`config.mk`:
```
export PLATFORM = sky130hd
export DESIGN_NAME = packet_rx
export DESIGN_NICKNAME = d
export VERILOG_FILES = /design/src/rtl/packet_rx.sv
export SDC_FILE = /design/constraint.sdc
export NUM_CORES = 1
export LEC_CHECK = 0
export ABC_AREA = 0
export BUFFER_PORTS_ARGS = -buffer_cell sky130_fd_sc_hd__buf_2
export CELL_PAD_IN_SITES_DETAIL_PLACEMENT = 1
export CELL_PAD_IN_SITES_GLOBAL_PLACEMENT = 1
export CORE_MARGIN = 2
export CORE_UTILIZATION = 48
export CTS_CLUSTER_DIAMETER = 200
export DETAILED_ROUTE_END_ITERATION = 8
export HOLD_SLACK_MARGIN = 0.02
export PLACE_DENSITY = 0.94
export SYNTH_ARGS = -nofsm -noshare
export SYNTH_HDL_FRONTEND = slang
export SYNTH_SLANG_ARGS = --single-unit
```
`constraint.sdc`:
```
create_clock -name clk -period 9.4 [get_ports clk]
set_input_delay 0.94 -clock clk [delete_from_list [all_inputs] [get_ports clk]]
set_output_delay 0.94 -clock clk [all_outputs]
set_load 0.05 [all_outputs]
```
`src/rtl/packet_rx.sv`:
```
// Ingress parser: checks each packet header from the generator, writes accepted packets
// into a circular word buffer and emits one metadata record per completed packet.
module packet_rx #(
    parameter int BUF_DEPTH = 1024,
    parameter int ADDR_W    = $clog2(BUF_DEPTH)
) (
    input  logic              clk,
    input  logic              reset,
    input  logic              pkt_valid,
    input  logic [31:0]       pkt_data,
    input  logic              rel_valid,
    input  logic [9:0]        rel_words,
    output logic              wr_en,
    output logic [ADDR_W-1:0] wr_addr,
    output logic [31:0]       wr_data,
    output logic              meta_valid,
    output logic [1:0]        meta_src,
    output logic [1:0]        meta_dst,
    output logic [5:0]        meta_len,
    output logic [ADDR_W-1:0] meta_addr,
    output logic [21:0]       meta_ts,
    output logic [15:0]       drop_cnt,
    output logic [ADDR_W:0]   free_words
);

    typedef enum logic [2:0] {
        HDR0, HDR1, TS0, TS1, SMAC0, SMAC1, PAYLOAD, DROP
    } state_t;

    localparam logic [ADDR_W:0] DEPTH_WORDS = (ADDR_W+1)'(BUF_DEPTH);

    state_t            state, next_state;
    logic [9:0]        remaining, next_remaining;
    logic [ADDR_W-1:0] wr_ptr;
    logic [ADDR_W:0]   used, used_after_rel, rel_ext;

    // Header fields collected while the packet streams in, published on its last word.
    logic [1:0]        pend_src, pend_dst;
    logic [5:0]        pend_len;
    logic [ADDR_W-1:0] pend_addr;
    logic [21:0]       pend_ts;

    logic [15:0]       hdr_len;
    logic              len_legal;
    logic [ADDR_W:0]   hdr_words;
    logic              at_word0;
    logic              accept_word, last_word, start_pkt, drop_pkt;

    assign hdr_len    = pkt_data[31:16];
    assign len_legal  = (hdr_len != 16'd0) && (hdr_len[4:0] == 5'd0) && (hdr_len <= 16'd2048);
    assign hdr_words  = (ADDR_W+1)'(hdr_len[11:2]);
    assign free_words = DEPTH_WORDS - used;
    assign rel_ext    = (ADDR_W+1)'(rel_words);

    // An illegal length parks in DROP with nothing left to skip, so the very next
    // valid word is parsed as a fresh word 0.
    assign at_word0 = (state == HDR0) || ((state == DROP) && (remaining == 10'd0));

    // Accept decisions use free_words from before this cycle's release.
    assign used_after_rel = !rel_valid        ? used :
                            (rel_ext > used)  ? '0   : used - rel_ext;

    always_ff @(posedge clk or negedge reset) begin
        if (!reset) begin
            state     <= HDR0;
            remaining <= '0;
        end else begin
            // NOTE: sequential state uses non-blocking assignments so every register
            // samples the pre-edge values, independent of statement order.
            state     <= next_state;
            remaining <= next_remaining;
        end
    end

    always_comb begin
        // NOTE: every output of this block gets a default first, so no path can
        // leave one unassigned and infer a latch.
        next_state     = state;
        next_remaining = remaining;
        accept_word    = 1'b0;
        last_word      = 1'b0;
        start_pkt      = 1'b0;
        drop_pkt       = 1'b0;
        if (pkt_valid) begin
            if (at_word0) begin
                if (!len_legal) begin
                    drop_pkt       = 1'b1;
                    next_state     = DROP;
                    next_remaining = 10'd0;
                end else if (hdr_words > free_words) begin
                    drop_pkt       = 1'b1;
                    next_state     = DROP;
                    next_remaining = 10'(hdr_words - 1'b1);
                end else begin
                    start_pkt      = 1'b1;
                    accept_word    = 1'b1;
                    next_state     = HDR1;
                    next_remaining = 10'(hdr_words - 1'b1);
                end
            end else begin
                next_remaining = remaining - 10'd1;
                case (state)
                    HDR1:  begin accept_word = 1'b1; next_state = TS0;     end
                    TS0:   begin accept_word = 1'b1; next_state = TS1;     end
                    TS1:   begin accept_word = 1'b1; next_state = SMAC0;   end
                    SMAC0: begin accept_word = 1'b1; next_state = SMAC1;   end
                    SMAC1: begin accept_word = 1'b1; next_state = PAYLOAD; end
                    PAYLOAD: begin
                        accept_word = 1'b1;
                        if (remaining == 10'd1) begin
                            last_word  = 1'b1;
                            next_state = HDR0;
                        end
                    end
                    DROP: begin
                        if (remaining == 10'd1) next_state = HDR0;
                    end
                    default: ;
                endcase
            end
        end
    end

    always_ff @(posedge clk or negedge reset) begin
        if (!reset) begin
            wr_en      <= 1'b0;
            wr_addr    <= '0;
            wr_data    <= '0;
            wr_ptr     <= '0;
            used       <= '0;
            drop_cnt   <= '0;
            meta_valid <= 1'b0;
            meta_src   <= '0;
            meta_dst   <= '0;
            meta_len   <= '0;
            meta_addr  <= '0;
            meta_ts    <= '0;
            pend_src   <= '0;
            pend_dst   <= '0;
            pend_len   <= '0;
            pend_addr  <= '0;
            pend_ts    <= '0;
        end else begin
            wr_en      <= accept_word;
            meta_valid <= last_word;
            used       <= used_after_rel + (start_pkt ? hdr_words : '0);

            if (accept_word) begin
                wr_addr <= wr_ptr;
                wr_data <= pkt_data;
                wr_ptr  <= wr_ptr + 1'b1;
            end

            if (drop_pkt && (drop_cnt != 16'hFFFF)) drop_cnt <= drop_cnt + 16'd1;

            if (start_pkt) begin
                pend_addr <= wr_ptr;
                pend_len  <= 6'(hdr_len[11:5] - 7'd1);
            end
            if (accept_word) begin
                case (state)
                    HDR1:    pend_dst <= pkt_data[1:0];
                    TS0:     pend_ts  <= pkt_data[21:0];
                    SMAC0:   pend_src <= pkt_data[1:0];
                    default: ;
                endcase
            end

            if (last_word) begin
                meta_src  <= pend_src;
                meta_dst  <= pend_dst;
                meta_len  <= pend_len;
                meta_addr <= pend_addr;
                meta_ts   <= pend_ts;
            end
        end
    end

endmodule

```
== Word level (Yosys, flattened, before mapping) ==
Index checks and enable logic that the tools add are counted.

* Mux-type cells: 25
* Multiply operators: 0
* Reduce and logical (&&, ||, !) cells: 16
* Equality and inequality tests: 10
* Magnitude comparators: 3
* Bitwise operators: 0
* Shift operators: 0
* Div/mod/pow operators: 0
* $add $sub $neg: 8

{| class="wikitable"
|+ Operators by type and width
! kind !! number
|-
| $mux W10 || 3
|-
| $gt A10 B11 Y1 || 2
|-
| $mux W11 || 2
|-
| $sub A10 B1 Y10 const B || 2
|-
| $pmux W3 S6 || 1
|-
| $add A16 B1 Y16 const B || 1
|-
| $le A16 B12 Y1 const B || 1
|-
| $ne A16 B16 Y1 const B || 1
|-
| $reduce_bool A16 Y1 || 1
|-
| $mux W1 || 15
|-
| $eq A3 B3 Y1 const B || 4
|-
| $mux W3 || 4
|-
| $add A11 B10 Y11 || 1
|-
| $sub A11 B10 Y11 || 1
|-
| $sub A11 B11 Y11 const A || 1
|-
| $add A10 B1 Y10 const B || 1
|-
| $eq A10 B1 Y1 const B || 1
|-
| $logic_not A10 Y1 || 1
|-
| $reduce_bool A7 Y1 || 1
|-
| $eq A3 B2 Y1 const B || 2
|-
| $reduce_and A2 Y1 || 3
|-
| $reduce_or A6 Y1 || 1
|-
| $sub A6 B1 Y6 const B || 1
|-
| $logic_not A5 Y1 || 1
|-
| other kinds (7) || 10
|}

* Latch bits: 0
* Input port bits: 46
* RAM bits: 0
* Memories kept: 0
* Bits in read-only memories: 0
* Bits in registers: 178

== Depth between registers and ports, before layout ==
* Depth in word-level cells: 8
* Depth in mapped cells: 25

== Worst setup path before layout ==
OpenSTA, ideal clock, no wires.

* Path kind: reg2reg
* From: register used[0]
* To: register used[9]
* Cell stages (with the launch flop): 22
* Setup slack: 3.992 ns
* Clock period less this slack: 5.408 ns
* Setup time: 0.080 ns
* Arrival: 5.328 ns
* Data required time: 9.320 ns
* Cells stage by stage: dfrtp_1 inv_1 ha_1 xnor2_1 inv_1 ha_1 and3_1 o21ai_0 a31oi_1 o32ai_1 nand2_1 a211oi_4 clkbuf_1 and2_1 ha_1 a21o_1 a21oi_1 o21ai_0 a2111o_1 a31o_2 a21oi_1 xnor2_1

* Cells in the longest elaborated chain, start to end: 8
* Elaborated cells on any way between the ends: 12
* Classes of those cells: add/sub (3); order compare (2); mux (7)

{| class="wikitable"
|+ RTL lines
! what !! RTL line !! text
|-
| start: declaration || 35 || <nowiki>logic [ADDR_W:0] used, used_after_rel, rel_ext;</nowiki>
|-
| start signal: assignment || 146 || <nowiki>used <= used_after_rel + (start_pkt ? hdr_words : '0);</nowiki>
|-
| $sub A11 B11 Y11 || 52 || <nowiki>assign free_words = DEPTH_WORDS - used;</nowiki>
|-
| named net free_words[2] || 23 || <nowiki>output logic [ADDR_W:0] free_words</nowiki>
|-
| $gt A10 B11 Y1 || 90 || <nowiki>end else if (hdr_words > free_words) begin</nowiki>
|-
| $mux W1 || 90 ||
|-
| $mux W1 || 86 || <nowiki>if (!len_legal) begin</nowiki>
|-
| $mux W1 || 85 || <nowiki>if (at_word0) begin</nowiki>
|-
| $mux W1 || 84 || <nowiki>if (pkt_valid) begin</nowiki>
|-
| $mux W10 || 146 ||
|-
| $add A11 B10 Y11 || 146 ||
|}

The timed path passes the listed nets, and every way through them passes these cells.
A chain may end at the register's enable or synchronous reset.

== Final worst setup path ==
* From: register used[2]
* To: register used[9]

* Cells in the longest elaborated chain, start to end: 8
* Elaborated cells on any way between the ends: 12
* Classes of those cells: add/sub (3); order compare (2); mux (7)

{| class="wikitable"
|+ RTL lines
! what !! RTL line
|-
| $sub A11 B11 Y11 || 52
|-
| $gt A10 B11 Y1 || 90
|-
| $mux W1 || 90
|-
| $mux W1 || 86
|-
| $mux W1 || 85
|-
| $mux W1 || 84
|-
| $mux W10 || 146
|-
| $add A11 B10 Y11 (*) || 146
|}

Every way passes the cells marked *; elsewhere a longest branch is shown, timed or not.

==> metrics.cfg <==
[final_layout]
area_growth_syn_to_layout_pct=17.5
utilization=0.573
final_cell_mix=dfrtp_1, buf_2, mux2_2
mostFrequentLayoutCell=dfrtp_1
nets=1001
fillers=2008
drive_above_1_share=0.356
antenna-diode-count=0

[power_and_ir_drop]
p_leak_nw=5.47
power_mw=3.65
power.internal_mw=1.96
switchingPower_mw=1.69
switching_share=0.463
p_clk_frac=0.199
power_frac_seq=0.332
power.density_mw_per_mm2=342
p_comb_frac=0.470
ir_worst_vdd_uv=269

[global_route]
grt.overflow.total=0
grt_pass1_vias=7291
grt_max_degree=96
grt_pass1_wl_um=39600
antenna_found_initial=0
grt_util_all_layers=0.253

[floorplan]
ios=159
start_util=0.488
die_y_um=142
die_area_mm2=0.0201
rows=50
coreArea_mm2=0.0186
die_w_um=142

[job]
cap_violations=0

[timing]
finalClockSkew_ns=0.0131
hold_viol=0
fmax_mhz=173
setup_viol=0
tightest_slew_ns=1.04
rsz0062_at_grt=no
slew-limit-headroom=0.307
final_max_slew_viol_count=0
period_share=0.616
holdWs_ns=0.489
final.min_clock_period_ns=5.79
tns_ns=0

[hold_path]
min-delay-start=drop_cnt[4]$_DFFE_PN0P_
hold_depth=1
min_path_type=register to register
holdPathEnd=drop_cnt[4]$_DFFE_PN0P_

[worst_setup_path]
cp-start-kind=register
regToRegStartpoint=used[2]$_DFF_PN0_
slowest_delay_ns=0.53
crit_path_max_fanout=6
startpoint=used[2]$_DFF_PN0_
crit_family=compound AO/OA/AOI/OAI gates
worst-setup-path-type=register to register
slowest_stage=nor3_1
worst_ep_required_time_ns=9.75
end_kind=register
reg2reg_depth=21
cp.buffers_inverters=0
crit_chain=nor3_1 > nand3_1 > or2_2 > nor4_1 > xor2_1 > ha_1 > nand3_1 > a221oi_1 > nand2_1 > o32ai_1 > nand2_1 > a211oi_4 > and2_1 > ha_1 > a21o_1 > a21oi_1 > o21ai_0 > a2111o_1 > a31o_2 > a21oi_1 > xnor2_1
regToRegEndpoint=used[9]$_DFF_PN0_
r2r_slack_ns=3.61
worstPathArrival_ns=6.13

[route]
routed_wl_um=24900
drtIter0Drc=300
post_drt_wl_per_cell_um=21.4
vias_per_cell=5.71
drc=0
ant_nets=0
vias=6642
first_pass_iters=5

[yosys]
synthFlopType=dfrtp_1
syn-cell-area_mm2=0.00910
synth_fp_nets=850
synthCells=765
ys_types=59
synth_edf_count=0
async_flop_share=1.00
ys_seq_area_frac=0.490
synth_seq_cells=178
syn_avg_cell_area_um2=11.9
ys_warn_count=0

[clocking]
h-tree-depth=4
numCtsBuffers=17
clock_latency_ns=0.44
cts_sinks=178
tritoncts=built
cts.hold.buffers_added=0
clockBufferDepth=2
path_clk_slew_ns=0.07
cts_root_buffer=clkbuf_16
ctsResizeCount=0
cts_setup_buffers=0

[placement]
port_buffers=158
routabilityCongestion=0.832
place_hpwl_um=17700

[status]
outcome=completed

-- state kept, by name, indices dropped and copies added (netlist names), 3 cells and up --
signal / cells
drop_cnt: 16
meta_addr: 10
meta_len: 6
meta_ts: 22
pend_addr: 10
pend_len: 6
pend_ts: 22
remaining: 10
state: 3
used: 11
wr_addr: 10
wr_data: 32
wr_ptr: 10
-- cells in the mapped netlist (2+ instances only) --
library cell	n	area, um^2
inv_1	39	146
and2_1	10	62.6
or2_2	4	25.0
and3_1	6	37.5
o22ai_1	5	31.3
nand3b_1	2	15.0
buf_2	7	35.0
a211oi_1	4	30.0
nand4_1	8	50.1
o31ai_1	2	15.0
or4_1	3	22.5
buf_6	4	45.0
dfrtp_1	178	4450
a21oi_1	15	75.1
nand3_1	19	95.1
a31o_2	3	26.3
or3_1	7	43.8
clkbuf_1	20	75.1
nor2_1	34	128
o21a_1	6	45.0
mux2_1	9	101
nor3b_1	4	30.0
xor2_1	36	315
o31a_1	4	35.0
mux2i_1	7	70.1
a21o_1	4	30.0
nor2b_1	10	62.6
nand2b_1	3	18.8
fa_1	2	40.0
nor3_1	27	135
xnor2_1	22	193
a31oi_1	6	37.5
o32ai_1	4	35.0
ha_1	37	463
nor3_2	2	20.0
mux2_4	38	571
a21boi_0	2	15.0
mux2_2	80	901
buf_4	2	15.0
a22o_1	8	70.1
nand2_1	34	128
nor4_1	14	87.6
o21ai_0	18	90.1
-- cell type report --
cell class	instances	area, um^2	area share
clock buffers	18	439	0.0411
clock inverters	14	165	0.0155
inverters	39	146	0.0137
multi-input cells	515	4340	0.406
flip-flops and latches	178	4450	0.417
well taps	234	293	0.0274
repair buffers	165	850	0.0795
-- through the flow --
| stage | area, um^2 | setup slack, ns | instances |
|---|---|---|---|
| floorplan | 9100 | 3.99 | 765 |
| global placement | 10100 | 4.16 | 1131 |
| detailed placement | 10100 | 3.73 | 1131 |
| CTS | 10700 | 3.66 | 1163 |
| global route | 10700 | 3.12 | 1163 |
| finish | 10700 | 3.61 | 1163 |
-- cell families (layout without fill, tap and decap cells) --
kind of cell	Yosys count	count (layout)	share of synthesized area
mux	134	134	0.181
fa+ha+maj	39	39	0.0553
simple gates	192	192	0.111
compound gates	91	91	0.0729
other cells	1	1	0.000412
buf+inv	72	236	0.0348
flops	178	178	0.490
xor+xnor	58	58	0.0558
-- per-layer routing --
| metal | global-route usage | wire (um) | vias to the layer above |
|---|---|---|---|
| met5 | 0 | 0 | - |
| met4 | 0.102 | 769 | 0 |
| met3 | 0.0523 | 1060 | 68 |
| met2 | 0.439 | 12800 | 211 |
| met1 | 0.310 | 10300 | 3346 |
| li1 | - | - | 3017 |
-- how the worst max path moves through the flow --
stage	end	slack, ns	depth (start not counted)
final	used[9]$_DFF_PN0_	3.61	21
after global routing	used[10]$_DFF_PN0_	3.12	23
after CTS	used[9]$_DFF_PN0_	3.66	21
after detailed placement	used[10]$_DFF_PN0_	3.73	23
after global placement	used[9]$_DFF_PN0_	4.16	21
after floorplan	used[9]$_DFF_PN0_	3.99	21
-- power by group through the flow --
| stage | logic, mW | clock network [mW] | registers [mW] |
|---|---|---|---|
| floorplan | 0.892 | 0 | 1.59 |
| global placement | 1.64 | 0 | 1.18 |
| detailed placement | 1.71 | 0 | 1.21 |
| CTS | 1.72 | 0.738 | 1.21 |
| global route | 1.82 | 0.769 | 1.24 |
| finish | 1.72 | 0.725 | 1.21 |
(Power assumes the default switching activity.)
